$ cat config.mk
export PLATFORM = sky130hd
export DESIGN_NAME = fixed_point_serial_add
export DESIGN_NICKNAME = d
export VERILOG_FILES = /design/src/rtl/fixed_point_serial_add.sv
export SDC_FILE = /design/constraint.sdc
export NUM_CORES = 1
export LEC_CHECK = 0
export ABC_AREA = 1
export BUFFER_PORTS_ARGS = -buffer_cell sky130_fd_sc_hd__buf_2
export CORE_UTILIZATION = 30
export DETAILED_ROUTE_END_ITERATION = 10
export PLACE_DENSITY = 0.58
export SETUP_SLACK_MARGIN = 0.5
export SLEW_MARGIN = 5
export SYNTH_ARGS = -nofsm -noshare
export SYNTH_HDL_FRONTEND = slang
export SYNTH_SLANG_ARGS = --single-unit
$ cat constraint.sdc
create_clock -name clk -period 1.7 [get_ports clk]
set_clock_uncertainty 0.05 [all_clocks]
set_input_delay 0.34 -clock clk [delete_from_list [all_inputs] [get_ports clk]]
set_output_delay 0.34 -clock clk [all_outputs]
set_load 0.02 [all_outputs]
$ cat src/rtl/fixed_point_serial_add.sv
// Digit-serial two's-complement adder: DIGIT bits per clock, LSB digit first,
// with valid/ready handshakes on the operand and result sides.
module fixed_point_serial_add #(
    parameter int unsigned N     = 32,
    parameter int unsigned DIGIT = 4
) (
    input  logic         clk,
    input  logic         rst_n,
    input  logic         in_valid,
    output logic         in_ready,
    input  logic [N-1:0] a,
    input  logic [N-1:0] b,
    input  logic         carry_in,
    output logic         out_valid,
    input  logic         out_ready,
    output logic [N-1:0] c,
    output logic         carry_out,
    output logic         overflow
);

    localparam int unsigned NUM_DIGITS = N / DIGIT;
    localparam int unsigned CNT_W      = (NUM_DIGITS > 1) ? $clog2(NUM_DIGITS) : 1;
    localparam int unsigned SUM_W      = DIGIT + 1;

    if ((N % DIGIT) != 0) begin : g_bad_digit
        $error("fixed_point_serial_add: DIGIT must divide N exactly");
    end

    typedef enum logic [1:0] {
        IDLE = 2'd0,
        RUN  = 2'd1,
        DONE = 2'd2
    } state_t;

    state_t             state;
    state_t             state_nxt;
    logic [N-1:0]       a_sr;
    logic [N-1:0]       b_sr;
    logic [N-1:0]       c_sr;
    logic               cy;
    logic               a_msb;
    logic               b_msb;
    logic [CNT_W-1:0]   cnt;

    logic [SUM_W-1:0]   dsum_c;
    logic [N-1:0]       c_sr_nxt_c;
    logic               last_digit_c;

    // One digit of the ripple: low DIGIT bits of each operand plus the running carry
    assign dsum_c       = {1'b0, a_sr[DIGIT-1:0]} + {1'b0, b_sr[DIGIT-1:0]} + SUM_W'(cy);
    assign c_sr_nxt_c   = (c_sr >> DIGIT) | (N'(dsum_c[DIGIT-1:0]) << (N - DIGIT));
    assign last_digit_c = (cnt == CNT_W'(NUM_DIGITS - 1));

    // Next-state logic
    always_comb begin
        state_nxt = state;
        case (state)
            IDLE:    if (in_valid)     state_nxt = RUN;
            RUN:     if (last_digit_c) state_nxt = DONE;
            DONE:    if (out_ready)    state_nxt = IDLE;
            default:                   state_nxt = IDLE;
        endcase
    end

    // State register; handshake flags track the state they are decoded from
    always_ff @(posedge clk or negedge rst_n) begin
        if (!rst_n) begin
            state     <= IDLE;
            in_ready  <= 1'b1;
            out_valid <= 1'b0;
        end else begin
            state     <= state_nxt;
            in_ready  <= (state_nxt == IDLE);
            out_valid <= (state_nxt == DONE);
        end
    end

    // Operand capture, digit-serial shift and result latch
    always_ff @(posedge clk or negedge rst_n) begin
        if (!rst_n) begin
            a_sr      <= '0;
            b_sr      <= '0;
            c_sr      <= '0;
            cy        <= 1'b0;
            a_msb     <= 1'b0;
            b_msb     <= 1'b0;
            cnt       <= '0;
            c         <= '0;
            carry_out <= 1'b0;
            overflow  <= 1'b0;
        end else begin
            case (state)
                IDLE: begin
                    if (in_valid) begin
                        a_sr  <= a;
                        b_sr  <= b;
                        cy    <= carry_in;
                        a_msb <= a[N-1];
                        b_msb <= b[N-1];
                        cnt   <= '0;
                    end
                end
                RUN: begin
                    a_sr <= a_sr >> DIGIT;
                    b_sr <= b_sr >> DIGIT;
                    c_sr <= c_sr_nxt_c;
                    cy   <= dsum_c[DIGIT];
                    cnt  <= cnt + CNT_W'(1);
                    if (last_digit_c) begin
                        c         <= c_sr_nxt_c;
                        carry_out <= dsum_c[DIGIT];
                        overflow  <= (a_msb == b_msb) && (c_sr_nxt_c[N-1] != a_msb);
                    end
                end
                default: ;
            endcase
        end
    end

endmodule

==> results.json <==
{
  "run_status": "complete, no violations",
  "rsz0062_at_grt": "true",
  "row_count": 50,
  "crit_start_category": "flip-flop",
  "powerDensity_nw_per_um2": 2250,
  "crit_path_max_fanout": 6,
  "floorplan.initialDensity_pct": 30.8,
  "grt_pass1_vias": 5712,
  "crit_path_max_incr_delay_ns": 0.45,
  "finalMaxSlewViolations": 0,
  "critical_path_cell_count": 9,
  "drtPass1Iterations": 5,
  "core_um2": 18800,
  "synthDominantCellAreaShare_pct": 58.2,
  "routed_wire_length_per_instance_um": 20.6,
  "floorplan.die.width_um": 141,
  "ys_ff_latch": 136,
  "multi_input_comb_area_um2": 3240,
  "floorplan.die.height_um": 141,
  "clk_root_buffer_cell": "sky130_fd_sc_hd__clkbuf_16",
  "gr-total-overflow": 0,
  "drtIter0Drc": 333,
  "drt-total-wl_mm": 23.7,
  "sequential_cell_area_um2": 3410,
  "synthToLayoutAreaGrowth_pct": 93.7,
  "timing.fmax_mhz": 600,
  "timing.hold.ws_ns": 0.0795,
  "crit_arrival_ns": 1.94,
  "synth_cells": 633,
  "die_area_um2": 19900,
  "cts_made_buffers": 17,
  "maxSlewHeadroom_pct": 68.1,
  "clock_sinks": 136,
  "hold_violations": 0,
  "fillCellCount": 1392,
  "vdd_ir_drop_max_mv": 1.21,
  "tritoncts_clock_tree": "built",
  "critical_path.cell_chain": "buf_6 > buf_6 > inv_6 > nand2_8 > nand2_8 > buf_6 > buf_12 > o21ai_4 > o22ai_2",
  "global_route.usage.total_pct": 22.2,
  "path_buf_inv": 5,
  "dp.final_hpwl_mm": 9.11,
  "setup_violations": 0,
  "antenna_left": 0,
  "clock_latency_ns": 0.42,
  "minimum_clock_period_ns": 1.67,
  "final_cell_mix": "134 x sky130_fd_sc_hd__dfrtp_1, 81 x sky130_fd_sc_hd__inv_1, 74 x sky130_fd_sc_hd__o21ai_2, 67 x sky130_fd_sc_hd__buf_2, 61 x sky130_fd_sc_hd__buf_6",
  "critical_path_end_type": "flip-flop",
  "place_congestion": 0.746,
  "grt_start_max_net_pins": 46,
  "crit_top_cell": "sky130_fd_sc_hd__buf_6",
  "synth.distinct_cells": 26,
  "grt_antenna_before_repair": 2,
  "critical_path.top_delay_family": "buffers and inverters",
  "via_per_inst": 5.01,
  "ys_warn_count": 0,
  "vias": 5759,
  "p_leak_nw": 5.34,
  "post_synth_main_area_contributors": "sky130_fd_sc_hd__dfrtp_1 58%, sky130_fd_sc_hd__nand2_1 6.9%, sky130_fd_sc_hd__o21ai_0 6.2%, sky130_fd_sc_hd__inv_1 5.4%, sky130_fd_sc_hd__o21ai_1 4.9%",
  "avgSynthCellArea_um2": 9.17,
  "synth_sequential_area_ratio_pct": 58.6,
  "mostFrequentLayoutCell": "sky130_fd_sc_hd__dfrtp_1",
  "final_min_period_over_clock_period_pct": 98.0,
  "num_io_pins": 105,
  "post_synth_instance_area_um2": 5810,
  "level_count_of_the_clock_h_tree": 4,
  "port_buffers": 104,
  "min_path_cells": 3,
  "clkTransAtPathRegs_ns": 0.06,
  "timing_worst_slew_pin_value_ns": 0.478,
  "grt_pass1_wl_mm": 32.6,
  "yosys.area.top_type": "sky130_fd_sc_hd__dfrtp_1",
  "synthesis.nets": 709,
  "buffer_levels_on_the_longest_clock_path": 2,
  "drive_gt1_share_pct": 59.3,
  "drv_cap": 0,
  "worst-r2r-cell-count": 9,
  "nets": 953,
  "drt_drc_violations_left": 0,
  "crit_slowest_cell": "sky130_fd_sc_hd__dfrtp_2",
  "hp-class": "input pin to flip-flop",
  "timing.setup.critical_path_class": "flip-flop to flip-flop",
  "critical_path_required_ns": 1.97,
  "n_antenna_cell": 0,
  "setup_total_negative_slack_ns": 0
}
cell families after synthesis:
logic type	Yosys count	synth area share, %
buffers and inverters	124	9.03
AOI/OAI and AO/OA	184	18.1
and+or+nand+nor	181	12.3
adders and majority gates	7	1.77
xor gates and xnor gates	1	0.151
DFF	136	58.6
worst reg2reg max path: stages, from the launching register on:
cell	delay, ns
sky130_fd_sc_hd__dfrtp_2	0.45
sky130_fd_sc_hd__buf_6	0.13
sky130_fd_sc_hd__buf_6	0.11
sky130_fd_sc_hd__inv_6	0.06
sky130_fd_sc_hd__nand2_8	0.10
sky130_fd_sc_hd__nand2_8	0.15
sky130_fd_sc_hd__buf_6	0.12
sky130_fd_sc_hd__buf_12	0.13
sky130_fd_sc_hd__o21ai_4	0.06
sky130_fd_sc_hd__o22ai_2	0.20
synthesized netlist by cell type:
cell type and number:
sky130_fd_sc_hd__nor2_1 61, sky130_fd_sc_hd__clkbuf_2 1, sky130_fd_sc_hd__clkinv_1 1, sky130_fd_sc_hd__buf_4 3
sky130_fd_sc_hd__clkbuf_1 15, sky130_fd_sc_hd__o21ai_1 57, sky130_fd_sc_hd__nand2_1 107, sky130_fd_sc_hd__o22ai_1 36
sky130_fd_sc_hd__ha_1 5, sky130_fd_sc_hd__o31ai_1 2, sky130_fd_sc_hd__nand3_1 10, sky130_fd_sc_hd__buf_1 1
sky130_fd_sc_hd__fa_1 2, sky130_fd_sc_hd__xnor2_1 1, sky130_fd_sc_hd__buf_2 13, sky130_fd_sc_hd__dfstp_2 1
sky130_fd_sc_hd__a21oi_1 5, sky130_fd_sc_hd__nor2_8 1, sky130_fd_sc_hd__dfrtp_1 135, sky130_fd_sc_hd__inv_2 2
sky130_fd_sc_hd__a22o_1 2, sky130_fd_sc_hd__o21ai_0 72, sky130_fd_sc_hd__o22ai_2 10, sky130_fd_sc_hd__buf_6 4
sky130_fd_sc_hd__inv_1 84, sky130_fd_sc_hd__nand2_2 2
flip-flops by register name (all words and copies together), names as in the netlist:
| signal | cells |
|---|---|
| a_msb | 1 |
| a_sr | 32 |
| b_msb | 1 |
| b_sr | 32 |
| c | 32 |
| c_sr | 28 |
| carry_out | 1 |
| cnt | 3 |
| cy | 1 |
| in_ready | 1 |
| out_valid | 1 |
| overflow | 1 |
| state | 2 |
report_power, final:
part           total (mW)  switching [mW]  internal [mW]  leakage [nW]
clock network        3.69            1.37           2.32         0.280
registers            5.96            1.19           4.77          1.69
logic                15.7            7.52           8.16          3.37
stage by stage:
stage | power, mW | setup slack [ns] | cell area [um^2] | util [%] | cells
2_1_floorplan | 10.4 | 0.195 | 6050 | - | 633
3_3_place_gp | 11.8 | 0.128 | 6810 | 36.2 | 976
3_5_place_dp | 11.9 | 0.126 | 6810 | 36.2 | 976
4_1_cts | 21.9 | 0.114 | 10100 | 53.6 | 1120
5_1_grt | 26.5 | 0.00940 | 11200 | 59.7 | 1150
6_report | 25.3 | 0.0337 | 11200 | 59.7 | 1150
layer usage:
layer	part of all wire [%]	wire length, um	global-route usage [%]	vias up
li1	-	-	-	2585
met4	4.8	1130	10.3	0
met3	5.7	1350	6.25	80
met5	0	0	0	-
met2	51	12000	36.5	223
met1	39	9230	26.8	2871
path summary, 6_finish.rpt:
| check | start | endpoint | slack (ns) |
|---|---|---|---|
| worst max-delay path | state[1] | b_sr[4] | 0.03 |
| worst min-delay path | b[28] | b_sr[28] | 0.08 |
| worst max register to register | state[1] | b_sr[4] | 0.03 |
| worst min register to register | c_sr[4] | c[0] | 0.43 |
| max in group asynchronous | rst_n | a_sr[9] | 0.67 |
| min in group asynchronous | rst_n | c[5] | 0.38 |
layout make-up:
class / count / area share, %
clock inverters: 3 / 0.578
repair inverters: 1 / 0.145
well taps: 260 / 2.89
multi-input cells: 377 / 28.8
clock buffers: 29 / 4.54
repair buffers: 257 / 29.4
flip-flops and latches: 136 / 30.3
inverters: 87 / 3.32
timing repair:
action                                 4_1_cts  5_1_grt
buffers inserted                            68       21
hold buffers                                 1        0
pin swaps                                   37       50
endpoints found under the hold margin       39        0
gates cloned                                43        9
setup endpoints to repair                  160      172
gates resized for setup                    317      212
Power figures use the tool's default switching activity.
